--- src/rtl/alu_arbiter.sv ---
// Round-robin arbiter sharing one combinational ALU between two requesters.
// Each requester gets a one-entry response register with its own valid/ready handshake.
module alu_arbiter #(
    parameter int unsigned WIDTH    = 32,
    parameter int unsigned OP_WIDTH = 10
) (
    input  logic                clock,
    input  logic                reset,

    input  logic                req0_valid,
    output logic                req0_ready,
    input  logic [OP_WIDTH-1:0] req0_op,
    input  logic [WIDTH-1:0]    req0_in1,
    input  logic [WIDTH-1:0]    req0_in2,
    output logic                resp0_valid,
    input  logic                resp0_ready,
    output logic [WIDTH-1:0]    resp0_data,

    input  logic                req1_valid,
    output logic                req1_ready,
    input  logic [OP_WIDTH-1:0] req1_op,
    input  logic [WIDTH-1:0]    req1_in1,
    input  logic [WIDTH-1:0]    req1_in2,
    output logic                resp1_valid,
    input  logic                resp1_ready,
    output logic [WIDTH-1:0]    resp1_data,

    output logic [WIDTH-1:0]    alu_in1,
    output logic [WIDTH-1:0]    alu_in2,
    output logic [OP_WIDTH-1:0] alu_op,
    input  logic [WIDTH-1:0]    alu_out
);

    logic last_q;
    logic resp0_valid_q, resp1_valid_q;
    logic [WIDTH-1:0] resp0_data_q, resp1_data_q;
    logic elig0, elig1;
    logic grant0, grant1;

    // A full slot being drained this cycle counts as free.
    assign elig0 = req0_valid & (~resp0_valid_q | resp0_ready);
    assign elig1 = req1_valid & (~resp1_valid_q | resp1_ready);

    // last_q == 1 means requester 0 wins a tie.
    assign grant0 = ~reset & elig0 & (~elig1 | last_q);
    assign grant1 = ~reset & elig1 & (~elig0 | ~last_q);

    assign req0_ready  = grant0;
    assign req1_ready  = grant1;
    assign resp0_valid = resp0_valid_q;
    assign resp1_valid = resp1_valid_q;
    assign resp0_data  = resp0_data_q;
    assign resp1_data  = resp1_data_q;

    always_comb begin
        alu_in1 = '0;
        alu_in2 = '0;
        alu_op  = '0;
        if (grant0) begin
            alu_in1 = req0_in1;
            alu_in2 = req0_in2;
            alu_op  = req0_op;
        end else if (grant1) begin
            alu_in1 = req1_in1;
            alu_in2 = req1_in2;
            alu_op  = req1_op;
        end
    end

    always_ff @(posedge clock) begin
        if (reset) begin
            last_q        <= 1'b1;
            resp0_valid_q <= 1'b0;
            resp1_valid_q <= 1'b0;
            resp0_data_q  <= '0;
            resp1_data_q  <= '0;
        end else begin
            if (grant0) begin
                resp0_valid_q <= 1'b1;
                resp0_data_q  <= alu_out;
            end else if (resp0_ready) begin
                resp0_valid_q <= 1'b0;
            end

            if (grant1) begin
                resp1_valid_q <= 1'b1;
                resp1_data_q  <= alu_out;
            end else if (resp1_ready) begin
                resp1_valid_q <= 1'b0;
            end

            if (grant0) begin
                last_q <= 1'b0;
            end else if (grant1) begin
                last_q <= 1'b1;
            end
        end
    end

endmodule

--- config.mk ---
export PLATFORM = sky130hd
export DESIGN_NAME = alu_arbiter
export DESIGN_NICKNAME = d
export VERILOG_FILES = /design/src/rtl/alu_arbiter.sv
export SDC_FILE = /design/constraint.sdc
export NUM_CORES = 1
export LEC_CHECK = 0
export ABC_AREA = 1
export ABC_CLOCK_PERIOD_IN_PS = 1400
export BUFFER_PORTS_ARGS = -buffer_cell sky130_fd_sc_hd__clkbuf_2
export CORE_AREA = 2 2 127 129
export DETAILED_ROUTE_END_ITERATION = 6
export DIE_AREA = 0 0 129 131
export SETUP_SLACK_MARGIN = 0.5
export SYNTH_ARGS = -nofsm -noshare
export SYNTH_HDL_FRONTEND = slang
export SYNTH_SLANG_ARGS = --single-unit
--- constraint.sdc ---
create_clock -name clock -period 1.4 [get_ports clock]
set_input_delay 0.14 -clock clock [delete_from_list [all_inputs] [get_ports clock]]
set_output_delay 0.14 -clock clock [all_outputs]
set_load 0.05 [all_outputs]
======== Word level (Yosys, flattened, before mapping) ========
Cells that the tools add are included.
word-level totals
  bits of input ports ..................... 186
  register bits ........................... 67
  logic and storage cells ................. 36
  output and inout bits ................... 142
operators by class
  bitwise operators ....................... 16
  reduce and logical (&&, ||, !) cells .... 3
  mux-type cells .......................... 12
operator list
  operator            count
  two-way mux 32 bit  4
  two-way mux 10 bit  2
  bitwise AND 1 bit   6
  two-way mux 1 bit   6
  NOT 1 bit           6
  nonzero test 2 bit  3
  OR 1 bit            4

======== Longest topological paths before layout ========
  depth in word-level cells ............... 8
  depth in mapped cells ................... 8
  gate-level depth less buffers ........... 7

======== Least setup slack after synthesis ========
No wires, ideal clock.
  path kind ............................... register to output
  start ................................... register resp1_valid_q, in the netlist resp1_valid
  end ..................................... output alu_in1[11]
  path slack .............................. -0.488 ns
  data required time ...................... 1.260 ns
  arrival time ............................ 1.748 ns
  path buffers ............................ 3
  stages on the path, launching flop included .. 8
  cells stage by stage .................... dfxtp_1 nand2_1 nand3b_1 buf_4 buf_4 buf_2 nand3_1 nand2_1
on the way
  cells in the longest elaborated chain, start to end .. 7
  elaborated cells on any way between the ends .. 10
  classes of those cells .................. mux (2); bitwise (8)
ends and longest elaborated chain
  what                                                            RTL line  source
  from (decl)                                                     35        logic resp0_valid_q, resp1_valid_q;
  from (signal assigned)                                          74        resp1_valid_q <= 1'b0;
  from (signal assigned)                                          86        resp1_valid_q <= 1'b1;
  from (signal assigned)                                          89        resp1_valid_q <= 1'b0;
  NOT 1 bit *                                                     42        assign elig1 = req1_valid & (~resp1_valid_q | resp1_ready);
  OR 1 bit *                                                      42
  bitwise AND 1 bit *                                             42
  bitwise AND 1 bit / NOT 1 bit (equally long branches)           46, 45
  bitwise AND 1 bit / OR 1 bit (equally long branches)            46, 45
  two-way mux 32 bit / bitwise AND 1 bit (equally long branches)  63, 45
  two-way mux 32 bit *                                            59        if (grant0) begin
  to (decl)                                                       28        output logic [WIDTH-1:0] alu_in1,
Mark *: on every way between the ends. The rest lies on a longest branch, timed or not.

======== Worst setup path in the final report ========
  start ................................... register resp1_valid_q, in the netlist resp1_valid
  end ..................................... output alu_in1[30]
The elaborated chain is that of the path after synthesis.

==> reports/qor.txt <==
status: complete, but fails checks
failing checks: negative setup slack
Die Height: 131 µm
post-synthesis sequential area ratio: 33.2%
GR met2 Demand/Resource: 46.3%
met3 Usage GRT: 4.97%
largest family of logic cells by synthesized area: simple AND/OR/NAND/NOR gates
Reg2Reg Depth: 9
die width: 129 µm
Mapped Cells: 686
H-Tree Depth: 3
row count: 46
DP Cell Count: 1214
post-synthesis simple-gate area fraction: 52.9%
Final #Nets: 1246
Starting Density: 25.9%
DRC: 0
Vias/cell: 4.84
WP data arrival: 1.70 ns
period utilization: 131%
Hold Crit Start: alu_out[8]
Yosys top cell by area: dfxtp_1
Peak Freq: 0.544 GHz
MaxCap Viol Count: 0
post-synthesis mux area share: 0%
Synth Register Bits: 67
crit end category: output port
vias: 6197
Worst Slack Setup Final: -0.438 ns
final instance count without filler cells: 1281
io pins: 328
Setup Viol. Count Final: 129
first-iteration detailed-routing DRC count: 293
Area growth syn-to-layout: 176%
IO Port Bufs: 327
Worst-Skew Late Latency: 0.33 ns
final instance area: 11200 µm²
worst vdd ir: 685 µV
Clock Tree Buf Depth: 2
most frequent cells in the layout: clkbuf_2, nand2_1, nand3_2
largest net degree at the start of global routing: 55
Synth area leaders: dfxtp_1, nand3_1, nand2_1, inv_1, nor2_1
Synth Area in Adders: 0%
RR Startpoint: resp1_valid
Hold WC Path Type: input pin to flip-flop
Synth Cell Area: 4040 µm²
clk sinks: 67
P_leak: 5.14 nW
Yosys cell types: 15
crit-path max FO: 9
Pwr Total: 0.00910 W
Worst Hold Depth: 3
worst hold endpoint: resp0_data[8]
die footprint: 16900 µm²
n_diodes: 0
Setup CP Type: flip-flop to output port
Tot GR Track Use: 25.1%
Worst Skew: 0.00537 ns
Num CTS Buffers: 9
XOR/XNOR Fraction of Synth Area: 0%
CTS tree: yes
commonest non-fill, non-tap cell in the layout: clkbuf_2
drt total wl: 24.3 mm
Root Buffer Master: clkbuf_16
post-DP HPWL: 13.2 mm
Cell Area, Placed: 7460 µm²
# hold bufs at CTS: 0
gr ovfl total: 0
clock-pin transition on the worst setup and hold timing paths: 0.05 ns
Yosys top cell area share: 33.2%
Avg WL per Cell: 19.0 µm
Slew Limit Fails: 0
worst rel slew slack: 58.6%
fin crit period: 1.84 ns
first-pass GRT wire length: 32.5 mm
Synth Area in Compound Gates: 0.248%
initial antenna violation count: 0
crit start category: flip-flop
vias in the first global route: 5943
Mapped Avg Cell Area: 5.89 µm²
Power per Cell Area: 815 nW/µm²
final weighted congestion in routability-driven placement: 0.793
Fin. Hold Viols: 0
met1 Use GR: 28.7%
worst path required time: 1.26 ns
YS warnings: 0
Core Footprint: 15600 µm²
Syn Nets: 872
share of layout cells above drive strength 1: 68.2%
Final ANT Viol Nets: 0
R2R Setup Slk: -0.20 ns
Reg-to-Reg End: resp0_data[16]
GR peak layer: met2
first drt pass iteration count: 4
Slew @ Worst Pin: 0.621 ns
RSZ-0062 raised after global routing: true
report_power, final:
group	leakage [nW]	internal, W	switching, W
Combinational	4.43	0.00205	0.00258
Clock	0.141	0.00143	0.000838
Sequential	0.568	0.00209	0.000116
flip-flops by register name, summed over array words and instances (netlist names):
register     cells
resp1_data      32
resp1_valid      1
resp0_valid      1
resp0_data      32
last_q           1
critical path, cell delays in order (launching register included):
cell,delay (ns)
dfxtp_4,0.35
nand2_4,0.05
nand3b_1,0.11
buf_6,0.16
buf_12,0.17
buf_16,0.17
nand3_2,0.11
nand2_4,0.09
clkbuf_16,0.16
worst max path at each step:
stage	cells past startpoint	end	start
4_1_cts	9	alu_in1[1]	resp1_valid
6_report	8	alu_in1[30]	resp1_valid
5_1_grt	8	alu_in2[16]	resp1_valid
3_5_place_dp	7	alu_in2[9]	resp1_valid
3_3_place_gp	7	alu_in2[12]	resp1_valid
2_1_floorplan	7	alu_in1[0]	resp0_valid
Yosys cell counts:
cell,count
buf_6,1
buf_2,37
nand3_1,212
clkbuf_1,14
nor2_4,2
dfxtp_1,67
nand2_1,207
nand2_2,2
buf_4,6
nand3b_1,2
nand3_2,1
o21ai_0,2
nor2_1,64
inv_1,68
buf_1,1
cell families after synthesis:
logic type             Yosys count
AOI/OAI and AO/OA                2
buffers and inverters          127
and+or+nand+nor                490
DFF                             67
repair_timing:
| action | 4_1_cts | 5_1_grt |
|---|---|---|
| endpoints found under the setup margin | 209 | 209 |
| pin swaps | 13 | 14 |
| gates resized for setup | 275 | 345 |
| gates cloned | 20 | 8 |
| buffers inserted | 20 | 3 |
layer usage:
metal  vias up  wire [µm]
met5         -          0
met4         0        937
met3        68       1260
met2       268      13100
met1      2922       9080
li1       2939          -
layout make-up:
| class | count | area, µm² |
|---|---|---|
| tap | 216 | 270 |
| clock buffer | 14 | 254 |
| inverter | 68 | 263 |
| fill | 1060 | 4420 |
| multi-input combinational | 492 | 3870 |
| sequential | 67 | 1400 |
| timing repair buffer | 422 | 5080 |
| clock inverter | 2 | 35.0 |
stage by stage:
step                utilization, %  TNS, ns  hold WS (ns)  worst slack [ns]
floorplan                        -        0         0.278            0.0190
global placement              47.8   -14.26         0.382            -0.178
detailed placement            47.8   -16.41         0.385            -0.194
CTS                           64.0   -30.49        0.0412            -0.390
global route                  71.6   -40.70        0.0532            -0.478
finish                        71.6   -33.89        0.0509            -0.438
Power figures use the tool's default switching activity.
